`src/rtl/axi_rd_arbiter_pkg.sv`:
```
// Purpose: shared AXI read-bus widths and payload types for the read arbiter slice.
// Latency: n/a (types, constants and one payload helper only).
// Backpressure: n/a.
package axi_rd_arbiter_pkg;

    localparam int unsigned NUM_MASTERS = 4;
    localparam int unsigned MID         = $clog2(NUM_MASTERS);
    localparam int unsigned NUM_U_READS = 4;
    localparam int unsigned ARADDR      = 32;
    localparam int unsigned ARID        = 2;
    localparam int unsigned ARID_MID    = ARID + MID;
    localparam int unsigned RDATA       = 64;
    localparam int unsigned RID         = ARID;
    localparam int unsigned RID_MID     = ARID_MID;

    typedef logic [ARID_MID-1:0] mid_t;
    typedef logic [1:0]          rresp_t;
    typedef logic [MID-1:0]      midx_t;

    typedef enum logic {
        ARB  = 1'b0,
        HOLD = 1'b1
    } ar_state_e;

    // AR payload. On the master side only mid_id[ARID-1:0] (the local id) is meaningful.
    typedef struct packed {
        logic [ARADDR-1:0] addr;
        logic [2:0]        size;
        logic [7:0]        len;
        logic [1:0]        burst;
        mid_t              mid_id;
    } ar_req_t;

    // R payload. Towards the masters mid_id carries only the local id (upper bits zero).
    typedef struct packed {
        logic [RDATA-1:0] data;
        logic             last;
        rresp_t           resp;
        mid_t             mid_id;
    } r_beat_t;

    // Replace whatever the master put in the upper id bits with its grant index.
    function automatic ar_req_t tag_req(ar_req_t r, midx_t m);
        ar_req_t t;
        t        = r;
        t.mid_id = {m, r.mid_id[ARID-1:0]};
        return t;
    endfunction

endpackage

```
`src/rtl/axi_rd_arbiter_rr_arbiter.sv`:
```
// Purpose: round-robin picker over the master request vector, one-hot + index grant.
// Latency: grant is combinational from req_i; priority pointer moves on the cycle after adv_i.
// Backpressure: none internally; the pointer only moves when the caller strobes adv_i.
module rr_arbiter
    import axi_rd_arbiter_pkg::*;
(
    input  logic                   clk_i,
    input  logic                   rst_ni,
    input  logic [NUM_MASTERS-1:0] req_i,
    input  logic                   adv_i,
    input  midx_t                  adv_idx_i,
    output logic [NUM_MASTERS-1:0] gnt_o,
    output midx_t                  gnt_idx_o,
    output logic                   gnt_vld_o
);

    midx_t last_q;

    // Scan from the slot after the last winner; index wrap relies on NUM_MASTERS being a power of two.
    always_comb begin
        midx_t idx;
        logic  found;
        idx       = '0;
        found     = 1'b0;
        gnt_o     = '0;
        gnt_idx_o = '0;
        for (int k = 0; k < NUM_MASTERS; k++) begin
            idx = last_q + midx_t'(k + 1);
            if (!found && req_i[idx]) begin
                found      = 1'b1;
                gnt_idx_o  = idx;
                gnt_o[idx] = 1'b1;
            end
        end
        gnt_vld_o = found;
    end

    // Remember the winner of each completed handshake; reset makes master 0 first in line.
    always_ff @(posedge clk_i or negedge rst_ni) begin
        if (!rst_ni) begin
            last_q <= midx_t'(NUM_MASTERS - 1);
        end else if (adv_i) begin
            last_q <= adv_idx_i;
        end
    end

endmodule

```
`src/rtl/axi_rd_arbiter.sv`:
```
// Purpose: 4-master AXI read arbiter: RR on AR with {master,id} tagging, R routed by tag, per-master outstanding limit.
// Latency: AR 0 cycles (1 cycle with AXI_RD_AR_SLICE_EN defined), R 0 cycles.
// Backpressure: a stalled AR is held without re-arbitration; R ready comes straight from the owning master.
module axi_rd_arbiter
    import axi_rd_arbiter_pkg::*;
#(
    parameter int unsigned MAX_OUT = NUM_U_READS
) (
    input  logic                                           clk_i,
    input  logic                                           rst_ni,
    input  logic    [NUM_MASTERS-1:0]                      m_arvalid_i,
    output logic    [NUM_MASTERS-1:0]                      m_arready_o,
    input  ar_req_t [NUM_MASTERS-1:0]                      m_ar_i,
    output logic                                           s_arvalid_o,
    input  logic                                           s_arready_i,
    output ar_req_t                                        s_ar_o,
    input  logic                                           s_rvalid_i,
    output logic                                           s_rready_o,
    input  r_beat_t                                        s_r_i,
    output logic    [NUM_MASTERS-1:0]                      m_rvalid_o,
    input  logic    [NUM_MASTERS-1:0]                      m_rready_i,
    output r_beat_t                                        m_r_o,
    output logic    [NUM_MASTERS-1:0][$clog2(MAX_OUT+1)-1:0] outstanding_o,
    output logic                                           err_unexp_r_o
);

    localparam int unsigned CNT_W = $clog2(MAX_OUT + 1);

    logic [NUM_MASTERS-1:0][CNT_W-1:0] cnt_q, cnt_d;
    logic                              err_q, err_d;
    logic [NUM_MASTERS-1:0]            elig;
    logic [NUM_MASTERS-1:0]            rr_gnt;
    midx_t                             rr_idx;
    logic                              rr_vld;
    logic                              ar_hs;
    midx_t                             ar_idx;
    midx_t                             r_idx;
    logic                              r_last_hs;
    logic [NUM_MASTERS-1:0]            inc_v, dec_v;

    // A master competes only while it is below its outstanding-burst budget.
    always_comb begin
        for (int i = 0; i < NUM_MASTERS; i++) begin
            elig[i] = m_arvalid_i[i] && (cnt_q[i] < CNT_W'(MAX_OUT));
        end
    end

    rr_arbiter u_rr (
        .clk_i     (clk_i),
        .rst_ni    (rst_ni),
        .req_i     (elig),
        .adv_i     (ar_hs),
        .adv_idx_i (ar_idx),
        .gnt_o     (rr_gnt),
        .gnt_idx_o (rr_idx),
        .gnt_vld_o (rr_vld)
    );

`ifdef AXI_RD_AR_SLICE_EN
    logic    slice_vld_q;
    ar_req_t slice_q;
    logic    slice_free;

    assign slice_free  = !slice_vld_q || s_arready_i;
    assign ar_hs       = rr_vld && slice_free;
    assign ar_idx      = rr_idx;
    assign m_arready_o = rr_gnt & {NUM_MASTERS{slice_free}};
    assign s_arvalid_o = slice_vld_q;
    assign s_ar_o      = slice_q;

    // One-entry slice: refilled by the winner whenever it is empty or emptying this cycle.
    always_ff @(posedge clk_i or negedge rst_ni) begin
        if (!rst_ni) begin
            slice_vld_q <= 1'b0;
            slice_q     <= '0;
        end else if (ar_hs) begin
            slice_vld_q <= 1'b1;
            slice_q     <= tag_req(m_ar_i[rr_idx], rr_idx);
        end else if (s_arready_i) begin
            slice_vld_q <= 1'b0;
        end
    end
`else
    ar_state_e state_q;
    midx_t     hold_q;

    // Present the fresh winner in ARB, or the latched one in HOLD so valid/payload stay stable.
    always_comb begin
        s_arvalid_o = 1'b0;
        s_ar_o      = '0;
        m_arready_o = '0;
        ar_hs       = 1'b0;
        ar_idx      = '0;
        if (state_q == HOLD) begin
            s_arvalid_o         = 1'b1;
            s_ar_o              = tag_req(m_ar_i[hold_q], hold_q);
            m_arready_o[hold_q] = s_arready_i;
            ar_hs               = s_arready_i;
            ar_idx              = hold_q;
        end else if (rr_vld) begin
            s_arvalid_o = 1'b1;
            s_ar_o      = tag_req(m_ar_i[rr_idx], rr_idx);
            m_arready_o = rr_gnt & {NUM_MASTERS{s_arready_i}};
            ar_hs       = s_arready_i;
            ar_idx      = rr_idx;
        end
    end

    // Enter HOLD when the slave stalls a fresh grant; leave it on the handshake.
    always_ff @(posedge clk_i or negedge rst_ni) begin
        if (!rst_ni) begin
            state_q <= ARB;
            hold_q  <= '0;
        end else begin
            case (state_q)
                ARB: begin
                    if (rr_vld && !s_arready_i) begin
                        state_q <= HOLD;
                        hold_q  <= rr_idx;
                    end
                end
                HOLD: begin
                    if (s_arready_i) begin
                        state_q <= ARB;
                    end
                end
                default: state_q <= ARB;
            endcase
        end
    end
`endif

    assign r_idx     = s_r_i.mid_id[RID_MID-1:RID];
    assign r_last_hs = s_rvalid_i && s_rready_o && s_r_i.last;

    // Steer the R beat to its owner by tag; ready comes back from that owner only.
    always_comb begin
        m_rvalid_o        = '0;
        m_rvalid_o[r_idx] = s_rvalid_i;
        s_rready_o        = m_rready_i[r_idx];
        m_r_o             = s_r_i;
        m_r_o.mid_id      = {{MID{1'b0}}, s_r_i.mid_id[RID-1:0]};
    end

    // Count up on AR acceptance, down on last R beat; a simultaneous pair cancels; underflow flags an error.
    always_comb begin
        inc_v = '0;
        dec_v = '0;
        cnt_d = cnt_q;
        err_d = err_q;
        inc_v[ar_idx] = ar_hs;
        dec_v[r_idx]  = r_last_hs;
        for (int i = 0; i < NUM_MASTERS; i++) begin
            if (inc_v[i] && !dec_v[i]) begin
                cnt_d[i] = cnt_q[i] + CNT_W'(1);
            end else if (dec_v[i] && !inc_v[i]) begin
                if (cnt_q[i] == '0) begin
                    err_d = 1'b1;
                end else begin
                    cnt_d[i] = cnt_q[i] - CNT_W'(1);
                end
            end
        end
    end

    // Outstanding counters and the sticky unexpected-response flag.
    always_ff @(posedge clk_i or negedge rst_ni) begin
        if (!rst_ni) begin
            cnt_q <= '0;
            err_q <= 1'b0;
        end else begin
            cnt_q <= cnt_d;
            err_q <= err_d;
        end
    end

    assign outstanding_o = cnt_q;
    assign err_unexp_r_o = err_q;

endmodule

```
`config.mk`:
```
export PLATFORM = sky130hd
export DESIGN_NAME = axi_rd_arbiter
export DESIGN_NICKNAME = d
export VERILOG_FILES = /design/src/rtl/axi_rd_arbiter_pkg.sv /design/src/rtl/axi_rd_arbiter_rr_arbiter.sv /design/src/rtl/axi_rd_arbiter.sv
export SDC_FILE = /design/constraint.sdc
export NUM_CORES = 1
export LEC_CHECK = 0
export CAP_MARGIN = 20
export CORE_AREA = 2 2 164 166
export DETAILED_ROUTE_END_ITERATION = 7
export DIE_AREA = 0 0 166 168
export GPL_ROUTABILITY_DRIVEN = 1
export GPL_TIMING_DRIVEN = 0
export SLEW_MARGIN = 20
export SYNTH_ARGS = -nofsm -noshare
export SYNTH_HDL_FRONTEND = slang
export SYNTH_SLANG_ARGS = --single-unit
```
`constraint.sdc`:
```
create_clock -name clk_i -period 5.2 [get_ports clk_i]
set_input_delay 0.78 -clock clk_i [delete_from_list [all_inputs] [get_ports clk_i]]
set_output_delay 0.78 -clock clk_i [all_outputs]
set_load 0.05 [all_outputs]
```
==> results.json <==
{
  "synth_edf_count": 0,
  "portBuffers": 342,
  "rr_worst_depth": 18,
  "final.setup.worst_slack_ps": 119,
  "worstHoldStart": "err_unexp_r_o",
  "cp.arrival_ps": 4300,
  "postSynthCellCount": 734,
  "placed_area_sq_mm": 0.00984,
  "num_rows": 60,
  "cp_slowest_stage_delay_ps": 650,
  "vias_per_cell": 5.28,
  "dp_slack_ps": -803,
  "r2r-end": "outstanding_o[8]",
  "die_area_sq_mm": 0.0279,
  "whs_endpoint": "err_unexp_r_o",
  "yosysTopAreaCellShare": 0.188,
  "ys.flop_type": "dfrtp_1",
  "powerDensity_mw_per_mm2": 676,
  "yosysMostFrequentCell": "buf_4",
  "cts_num_sinks": 18,
  "drive_gt1_frac": 0.199,
  "drc": 0,
  "ys_seq_area_frac": 0.0758,
  "cts_hold_buf": 0,
  "post_drt_wl_per_cell_um": 21.1,
  "drtIter0Drc": 604,
  "antenna_found_initial": 4,
  "clock_latency_ps": 250,
  "rsz0062_at_grt": "yes",
  "cp.required_ps": 4420,
  "drtAntennaViolNets": 0,
  "min_path_cells": 2,
  "grt_usage": 0.204,
  "cts_buffers": 3,
  "synth_commonest_cells": "buf_4 (73), nor2_1 (69), nand2_1 (60)",
  "place_congestion": 0.853,
  "core-area_sq_mm": 0.0264,
  "hold_class": "flop to flop",
  "synthTopCellsByArea": "mux4_2 (19%), buf_4 (9.2%), o221ai_1 (6.7%), dfrtp_1 (6.7%), mux2i_1 (6.2%)",
  "finClkSkew_ps": 7.05,
  "p_leak_uw": 0.00375,
  "fp.dieW_um": 166,
  "first_pass_iters": 5,
  "vias": 7521,
  "grt_overflow": 0,
  "ys_warn_count": 0,
  "cp_cell_sequence": "inv_2 -> clkbuf_2 -> clkbuf_8 -> ha_1 -> mux4_2 -> or2_1 -> buf_6 -> nand3_1 -> o22a_1 -> nor2_1 -> o211ai_1 -> clkdlybuf4s18_2",
  "outcome": "completed",
  "grt_pass1_vias": 7440,
  "setup_violations": 0,
  "finalInstanceArea_sq_mm": 0.00989,
  "synth_async_sr_flop_share": 1.00,
  "cts_root_buffer": "clkbuf_16",
  "path_class": "flop to output port",
  "r2r_slack_ps": 290,
  "clock_path_buffers": 2,
  "yosys_register_bits": 18,
  "dieHeight_um": 168,
  "grt_first_pass_wirelength_mm": 44.9,
  "ir_worst_vdd_v": 0.000430,
  "cts_tree": "built",
  "power.total_uw": 6690,
  "period_needed_ps": 5080,
  "slew_violations": 0,
  "fmaxAchievable_ghz": 0.197,
  "register_area_sq_um": 453,
  "start_util": 0.227,
  "hold_violations": 0,
  "synth_top_cell_by_area": "mux4_2",
  "finalCritPeriodShare": 0.977,
  "ios": 422,
  "dp.cells": 1418,
  "crit_slowest_cell": "dfstp_2",
  "grt_start_max_net_pins": 19,
  "syn_area_per_cell_sq_um": 8.14,
  "clk_pin_slew_ps": 60,
  "crit_path_end_kind": "output port",
  "tightest_slew_ps": 947,
  "crit_fanout": 13,
  "n_fill_cell": 2697,
  "startpoint_type": "flop",
  "yosys.cell_types.count": 60,
  "area_delta_synth_final_pct": 65.6,
  "syn-cell-area_sq_mm": 0.00597,
  "nNetsFinal": 1381,
  "totalWireLength_mm": 30.1,
  "multi_input_area_sq_mm": 0.00465,
  "final_cell_count_no_fill": 1425,
  "relSlewSlack": 0.369,
  "htreeDepth": 1,
  "dp_hpwl_mm": 23.9,
  "rr_startpoint": "u_rr.last_q[0]",
  "maxCapViolations": 0
}
power breakdown:
part / internal [uW] / total (uW) / leakage (uW) / switching, uW
clock: 117 / 175 / 0.0000442 / 58.2
combinational: 2180 / 6190 / 0.00349 / 4010
sequential: 211 / 326 / 0.000214 / 114
registers in the layout, indices dropped and copies added, names as in the netlist:
name           flops
state_q            1
u_rr.last_q        2
err_unexp_r_o      1
outstanding_o     12
hold_q             2
worst max-delay path: cells and delay by family, from the launching register on:
family                     cells  cell delay, ps
buffers and inverters          5            1190
and+or+nand+nor                3             770
DFF                            1             650
muxes                          1             600
AOI/OAI and AO/OA              2             430
adders and majority gates      1             400
kinds of logic (layout without fill, tap and decap cells):
family | count (synthesis) | after routing | share of synthesized area
buf+inv | 150 | 496 | 0.154
other cells | 1 | 5 | 0.000628
fa+ha+maj | 20 | 20 | 0.0469
compound gates | 261 | 261 | 0.320
flops | 18 | 18 | 0.0758
xor+xnor | 4 | 4 | 0.00586
mux | 90 | 90 | 0.256
simple gates | 190 | 190 | 0.141
worst max-delay path by stage:
stage	cells after the start	to	slack [ps]	startpoint
4_1_cts	13	s_ar_o[26]	40	u_rr.last_q[0]
3_5_place_dp	13	s_ar_o[8]	-800	u_rr.last_q[0]
6_report	12	s_ar_o[1]	120	u_rr.last_q[0]
3_3_place_gp	11	s_ar_o[13]	-1170	u_rr.last_q[0]
2_1_floorplan	13	s_ar_o[0]	600	u_rr.last_q[0]
5_1_grt	14	s_ar_o[23]	-30	u_rr.last_q[0]
layer usage:
metal / global-route usage / up-vias / share of wire
met4: 0.0325 / 2 / 0.013
met1: 0.266 / 3649 / 0.42
met5: 0 / - / 0.00043
met2: 0.361 / 378 / 0.50
met3: 0.0315 / 22 / 0.068
li1: - / 3470 / -
cell usage in the layout (no fill, tap or decap), types with 23 or more instances in the layout:
cell	Yosys	routed
a21boi_1	31	30
buf_4	73	75
clkbuf_1	41	31
clkdlybuf4s50_1	0	294
mux2i_1	37	36
mux4_2	50	50
nand2_1	60	60
nor2_1	69	68
nor3_1	23	23
o211ai_1	46	46
o21ai_0	46	46
o221ai_1	46	46
stage by stage:
stage / utilization / hold WS, ps / TNS (ps)
2_1_floorplan: - / 484 / 0
3_3_place_gp: 0.373 / 512 / -50590
3_5_place_dp: 0.373 / 500 / -34690
4_1_cts: 0.378 / 528 / 0
5_1_grt: 0.375 / 563 / -98.1
6_report: 0.375 / 530 / 0
layout make-up:
| class | count | area share |
|---|---|---|
| Timing Repair Buffer | 343 | 0.336 |
| Tap cell | 341 | 0.0431 |
| Clock buffer | 4 | 0.00898 |
| Buffer | 135 | 0.0898 |
| Inverter | 14 | 0.00531 |
| Sequential cell | 18 | 0.0458 |
| Multi-Input combinational cell | 567 | 0.470 |
| Antenna cell | 3 | 0.000759 |
timing repair:
action,CTS,global route
gates resized for setup,149,51
setup endpoints to repair,58,51
buffers inserted,0,1
Note: power is estimated with default switching activity, not from simulation.
